<file path="src/rtl/cordic_pkg.sv">
// Shared constants and FSM state type for the CORDIC vectoring core.
// The COMP state is only present when GAIN_COMP_EN is defined.
package cordic_pkg;

  localparam int          INT_W       = 20;
  localparam logic [15:0] K_INV       = 16'h26DD;
  localparam int          K_INV_FRAC  = 14;
  localparam logic [15:0] HALF_PI_Q14 = 16'h6488;

`ifdef GAIN_COMP_EN
  typedef enum logic [1:0] {
    ST_IDLE = 2'd0,
    ST_ITER = 2'd1,
    ST_COMP = 2'd2,
    ST_DONE = 2'd3
  } state_e;
`else
  typedef enum logic [1:0] {
    ST_IDLE = 2'd0,
    ST_ITER = 2'd1,
    ST_DONE = 2'd3
  } state_e;
`endif

endpackage

</file>
<file path="src/rtl/cordic_gain_mult.sv">
// 1/K gain compensation: mag = (x * K_INV) >>> 14, clamped to [0, 2^(W-1)-1].
// Only built when GAIN_COMP_EN is defined.
`ifdef GAIN_COMP_EN
module cordic_gain_mult
  import cordic_pkg::*;
#(
  parameter int DATA_WIDTH = 16
) (
  input  logic signed [INT_W-1:0]      x,
  output logic        [DATA_WIDTH-1:0] mag
);

  localparam int PW = INT_W + 16;
  localparam logic signed [PW-1:0] MAG_MAX = PW'((2 ** (DATA_WIDTH - 1)) - 1);

  logic signed [PW-1:0] prod;
  logic signed [PW-1:0] scaled;

  always_comb begin
    prod   = PW'(x) * PW'($signed(K_INV));
    scaled = prod >>> K_INV_FRAC;
    if (scaled < 0) begin
      mag = '0;
    end else if (scaled > MAG_MAX) begin
      mag = MAG_MAX[DATA_WIDTH-1:0];
    end else begin
      mag = scaled[DATA_WIDTH-1:0];
    end
  end

endmodule
`endif

</file>
<file path="src/rtl/cordic_vector_core.sv">
// Iterative CORDIC vectoring core: magnitude (Q2.14) and atan2 (Q3.13) of a Q2.14 vector.
// Define GAIN_COMP_EN to add a COMP cycle that removes the CORDIC gain from mag.
module cordic_vector_core
  import cordic_pkg::*;
#(
  parameter int DATA_WIDTH = 16,
  parameter int ADDR_WIDTH = 4
) (
  input  logic                         clk,
  input  logic                         rst,
  input  logic                         en,
  input  logic signed [DATA_WIDTH-1:0] x_in,
  input  logic signed [DATA_WIDTH-1:0] y_in,
  input  logic signed [DATA_WIDTH-1:0] q,
  output logic        [ADDR_WIDTH-1:0] addr,
  output logic                         busy,
  output logic                         done,
  output logic        [DATA_WIDTH-1:0] mag,
  output logic signed [DATA_WIDTH-1:0] ang,
  output state_e                       dbg_state
);

  // Handshake: en with x_in/y_in is taken only while busy is low; done pulses one
  // cycle with mag/ang valid, and those outputs hold until the next done.
  localparam logic        [ADDR_WIDTH-1:0] LAST_N    = ADDR_WIDTH'(DATA_WIDTH - 2);
  localparam logic signed [INT_W-1:0]      HALF_PI_Z = INT_W'(HALF_PI_Q14);
  localparam logic signed [INT_W-1:0]      OUT_MAX   = INT_W'((2 ** (DATA_WIDTH - 1)) - 1);
  localparam logic signed [INT_W-1:0]      OUT_MIN   = INT_W'(-(2 ** (DATA_WIDTH - 1)));
  localparam logic signed [INT_W-1:0]      ONE_Z     = INT_W'(1);

  state_e                         state_q, state_d;
  logic        [ADDR_WIDTH-1:0]   n_q, n_d;
  logic signed [INT_W-1:0]        x_q, x_d, y_q, y_d, z_q, z_d;
  logic                           zero_q, zero_d;
  logic        [DATA_WIDTH-1:0]   mag_q, mag_d;
  logic signed [DATA_WIDTH-1:0]   ang_q, ang_d;

  logic signed [INT_W-1:0]        x_ext, y_ext, q_ext;
  logic signed [INT_W-1:0]        x_sh, y_sh, x_it, y_it, z_it;

  // z carries Q2.14 radians; halving with +1 gives round-half-up into Q3.13.
  function automatic logic signed [DATA_WIDTH-1:0] round_ang(input logic signed [INT_W-1:0] z);
    logic signed [INT_W-1:0] r;
    r = (z + ONE_Z) >>> 1;
    if (r > OUT_MAX) begin
      return OUT_MAX[DATA_WIDTH-1:0];
    end else if (r < OUT_MIN) begin
      return OUT_MIN[DATA_WIDTH-1:0];
    end else begin
      return r[DATA_WIDTH-1:0];
    end
  endfunction

`ifdef GAIN_COMP_EN
  logic [DATA_WIDTH-1:0] gain_mag;

  cordic_gain_mult #(
    .DATA_WIDTH(DATA_WIDTH)
  ) u_gain (
    .x  (x_q),
    .mag(gain_mag)
  );
`else
  function automatic logic [DATA_WIDTH-1:0] sat_mag(input logic signed [INT_W-1:0] v);
    if (v < 0) begin
      return '0;
    end else if (v > OUT_MAX) begin
      return OUT_MAX[DATA_WIDTH-1:0];
    end else begin
      return v[DATA_WIDTH-1:0];
    end
  endfunction
`endif

  always_comb begin
    state_d = state_q;
    n_d     = n_q;
    x_d     = x_q;
    y_d     = y_q;
    z_d     = z_q;
    zero_d  = zero_q;
    mag_d   = mag_q;
    ang_d   = ang_q;

    x_ext = INT_W'(x_in);
    y_ext = INT_W'(y_in);
    q_ext = INT_W'(q);
    x_sh  = x_q >>> n_q;
    y_sh  = y_q >>> n_q;
    if (y_q[INT_W-1]) begin
      x_it = x_q - y_sh;
      y_it = y_q + x_sh;
      z_it = z_q - q_ext;
    end else begin
      x_it = x_q + y_sh;
      y_it = y_q - x_sh;
      z_it = z_q + q_ext;
    end

    case (state_q)
      ST_IDLE: begin
        if (en) begin
          state_d = ST_ITER;
          n_d     = '0;
          zero_d  = (x_in == '0) && (y_in == '0);
          // Left half-plane is folded into the right by a +/-90 degree pre-rotation.
          if (x_in[DATA_WIDTH-1] && !y_in[DATA_WIDTH-1]) begin
            x_d = y_ext;
            y_d = -x_ext;
            z_d = HALF_PI_Z;
          end else if (x_in[DATA_WIDTH-1]) begin
            x_d = -y_ext;
            y_d = x_ext;
            z_d = -HALF_PI_Z;
          end else begin
            x_d = x_ext;
            y_d = y_ext;
            z_d = '0;
          end
        end
      end
      ST_ITER: begin
        x_d = x_it;
        y_d = y_it;
        z_d = z_it;
        n_d = n_q + 1'b1;
        if (n_q == LAST_N) begin
          n_d = '0;
`ifdef GAIN_COMP_EN
          state_d = ST_COMP;
`else
          state_d = ST_DONE;
          mag_d   = sat_mag(x_it);
          ang_d   = zero_q ? '0 : round_ang(z_it);
`endif
        end
      end
`ifdef GAIN_COMP_EN
      ST_COMP: begin
        state_d = ST_DONE;
        mag_d   = gain_mag;
        ang_d   = zero_q ? '0 : round_ang(z_q);
      end
`endif
      ST_DONE: begin
        state_d = ST_IDLE;
      end
      default: begin
        state_d = ST_IDLE;
      end
    endcase
  end

  always_ff @(posedge clk) begin
    if (rst) begin
      state_q <= ST_IDLE;
      n_q     <= '0;
      x_q     <= '0;
      y_q     <= '0;
      z_q     <= '0;
      zero_q  <= 1'b0;
      mag_q   <= '0;
      ang_q   <= '0;
    end else begin
      state_q <= state_d;
      n_q     <= n_d;
      x_q     <= x_d;
      y_q     <= y_d;
      z_q     <= z_d;
      zero_q  <= zero_d;
      mag_q   <= mag_d;
      ang_q   <= ang_d;
    end
  end

  assign addr      = (state_q == ST_ITER) ? n_q : '0;
  assign busy      = (state_q != ST_IDLE);
  assign done      = (state_q == ST_DONE);
  assign mag       = mag_q;
  assign ang       = ang_q;
  assign dbg_state = state_q;

endmodule

</file>
<file path="config.mk">
export PLATFORM = sky130hd
export DESIGN_NAME = cordic_vector_core
export DESIGN_NICKNAME = d
export VERILOG_FILES = /design/src/rtl/cordic_pkg.sv /design/src/rtl/cordic_gain_mult.sv /design/src/rtl/cordic_vector_core.sv
export SDC_FILE = /design/constraint.sdc
export NUM_CORES = 1
export LEC_CHECK = 0
export ABC_AREA = 1
export BUFFER_PORTS_ARGS = -buffer_cell sky130_fd_sc_hd__buf_2
export CAP_MARGIN = 40
export CORE_MARGIN = 4
export CORE_UTILIZATION = 30
export DETAILED_ROUTE_END_ITERATION = 10
export PLACE_DENSITY_LB_ADDON = 0.1
export SYNTH_ARGS = -nofsm -noshare
export SYNTH_HDL_FRONTEND = slang
export SYNTH_SLANG_ARGS = --single-unit
</file>
<file path="constraint.sdc">
create_clock -name clk -period 5.3 [get_ports clk]
set_input_delay 1.06 -clock clk [delete_from_list [all_inputs] [get_ports clk]]
set_output_delay 1.06 -clock clk [all_outputs]
set_load 0.01 [all_outputs]
</file>
==> metrics <==
status complete, no violations; Tmin final 4780 ps; final WL 48100 microns; vias per inst 5.12; Hold EP mag[15]; Final Hold Vio Count 0; Unique masters post-synth 60; Initial Util 30.6%; worst slew pin tran 728 ps; crit-path most repeated cell nand2_1; core area 0.0401 sq mm; drt pass-1 iters 7; syn avg cell area 5.97 sq um; pin count of the biggest net entering global routing 51; wire per inst 18.2 microns; root buffer cell clkbuf_16; Final Slew Violations 0; Site Rows 73; final setup vio count 0; PortBufs 90; worst-path fanout max 26; FF-to-FF End mag[4]; Post-DP Area 0.0132 sq mm; critical path startpoint category flop; most common library cells after synthesis 587 x nand2_1, 221 x inv_1, 146 x nor2_1; H-Tree Depth 3; R2R Setup Slk 520 ps; DPL Wire Length 39000 microns; DR iter-0 viols 924; crit-path max cell delay 530 ps; hold path depth 2; CP Class reg2reg; R2R depth 29; P&R area growth vs syn 10.0%; Layout Cells excl Fill 2641; gr usage total 21.3%; Fillers 4531; most frequent cell after synthesis nand2_1; CP endpoint kind flop; register bit count reported by yosys 99; Peak VDD IR 0.177 mV; Synth area leader nand2_1; Post-CTS Hold Buffers 0; Cell Area, Synth 0.0123 sq mm; RSZ-0062 raised after global routing false; post-route cell area 0.0135 sq mm; Yosys top cell area share 18.0%; Top delay family on crit path simple AND/OR/NAND/NOR gates; first-pass GRT wire length 74000 microns; Syn Nets 2175; ranking of synthesized cells by area nand2_1 18%, dfxtp_1 16%, inv_1 6.8%, ha_1 6.6%, nand3_1 5.8%; Slew HR 51.4%; DIE AREA 0.0442 sq mm; number of synthesized flops with an enable pin 0; worst slack at placement 188 ps; crit path DAT 5050 ps; Final ANT Viol Nets 0; setup tns final 0 ps; GRT overflow 0; post-placement cell count 2623; Max Freq 209 MHz; maxcap violations 0; Buf/Inv on CP 3; Worst-Skew Late Latency 390 ps; leak pwr 6.47 nW; worst reg2reg startpoint n_q[0]; Post-Synthesis Cells 2056; DRC violations left 0; Num CTS Buffers 9; CTS tree built; min-delay src mag[15]; min-delay worst type reg2reg; cts repair resizes 0; Post CTS Setup Buffer Count 0; share of layout cells above drive strength 1 13.8%; CTS Sinks 99; dominant synthesized flop cell dfxtp_1; GPL Wtd Cong 0.889; Clock Path Buffers 2; vias in the first global route 12.8k; final hold slack 453 ps; Clock transition at path regs 80 ps; total number of vias 13.5k; Chip Width 210 microns; initial antenna violation count 11; Synth async-reset ratio 0%; register area share after synthesis 16.2%; CP max-delay cell dfxtp_2; Worst EP required 5570 ps; final period utilization 90.1%; Final #Nets 2228; Warnings, synthesis 0; P per Cell Area 344 mW/mm^2; IO Pins 91; Final Worst Setup Slack 523 ps; die height 210 microns; Max Clock Skew 17.9 ps
## through the flow
stage | utilization [%] | power, W
6_report | 33.7 | 0.00465
5_1_grt | 33.7 | 0.00507
4_1_cts | 33.6 | 0.00468
3_5_place_dp | 32.9 | 0.00393
3_3_place_gp | 32.7 | 0.00394
2_1_floorplan | - | 0.00308
## worst max-delay path by stage
stage / slack, ps / endpoint / depth (start not counted) / start
finish: 520 / mag[4] / 29 / n_q[0]
global route: 30 / ang[9] / 26 / q[0]
CTS: 560 / mag[4] / 29 / n_q[0]
detailed placement: 190 / ang[13] / 27 / q[0]
global placement: 220 / ang[13] / 26 / q[0]
floorplan: 990 / ang[10] / 29 / q[0]
## worst reg2reg max path: cells and delay by family, from the launching register on
family                     cells  cell delay, ps
buffers and inverters          3             620
AOI/OAI and AO/OA              8            1350
adders and majority gates      1             360
and+or+nand+nor               16            1450
xor gates and xnor gates       1             360
DFF                            1             530
## area by class of cell
class	instances	area [sq um]	area share, %
multi-input combinational	1619	8820	65.4
sequential	99	1980	14.7
inverter	254	953	7.06
timing repair buffer	126	782	5.79
tap	525	657	4.87
clock buffer	9	225	1.67
clock inverter	7	68.8	0.510
antenna	2	5.00	0.0371
## per-layer routing
| metal | track usage [%] | up-vias | share of wire (%) |
|---|---|---|---|
| met4 | 6.57 | 18 | 2.7 |
| met1 | 28.0 | 6279 | 46 |
| met5 | 0 | - | 0.24 |
| met2 | 35.5 | 253 | 46 |
| li1 | - | 6901 | - |
| met3 | 3.93 | 70 | 4.5 |
## where the power goes
group	internal [W]	switching, W	leakage (nW)
Combinational	0.000988	0.00204	5.51
Clock	0.000333	0.000374	0.143
Sequential	0.000813	0.0000954	0.812
Total	0.00213	0.00251	6.47
## cells in the final DEF (no fill, tap or decap), types with 30 or more instances in the layout
| cell type | Yosys | final |
|---|---|---|
| a21oi_1 | 133 | 133 |
| buf_2 | 8 | 91 |
| buf_4 | 17 | 30 |
| dfxtp_1 | 99 | 98 |
| ha_1 | 65 | 65 |
| inv_1 | 221 | 221 |
| inv_2 | 31 | 31 |
| nand2_1 | 587 | 587 |
| nand2_2 | 30 | 30 |
| nand3_1 | 141 | 141 |
| nor2_1 | 146 | 144 |
| o211ai_1 | 31 | 31 |
| o21ai_0 | 114 | 114 |
| o21ai_1 | 34 | 34 |
| xnor2_1 | 32 | 32 |
| xor2_1 | 48 | 48 |
## logic make-up (layout without fill, tap and decap cells)
group	after synthesis	count (layout)	synth area share, %
AOI/OAI and AO/OA	433	433	21.5
other	0	2	0
adders and majority gates	68	68	7.12
buffers and inverters	338	396	12.0
and+or+nand+nor	1029	1029	36.8
DFF	99	99	16.2
xor gates and xnor gates	80	80	5.71
muxes	9	9	0.755
## state kept, by name (all words and copies together), names as in the netlist
| register | flops |
|---|---|
| x_q | 20 |
| y_q | 20 |
| z_q | 20 |
| ang | 16 |
| mag | 16 |
| n_q | 4 |
| dbg_state | 2 |
| zero_q | 1 |
No activity file was read; power rests on OpenSTA's default activity.
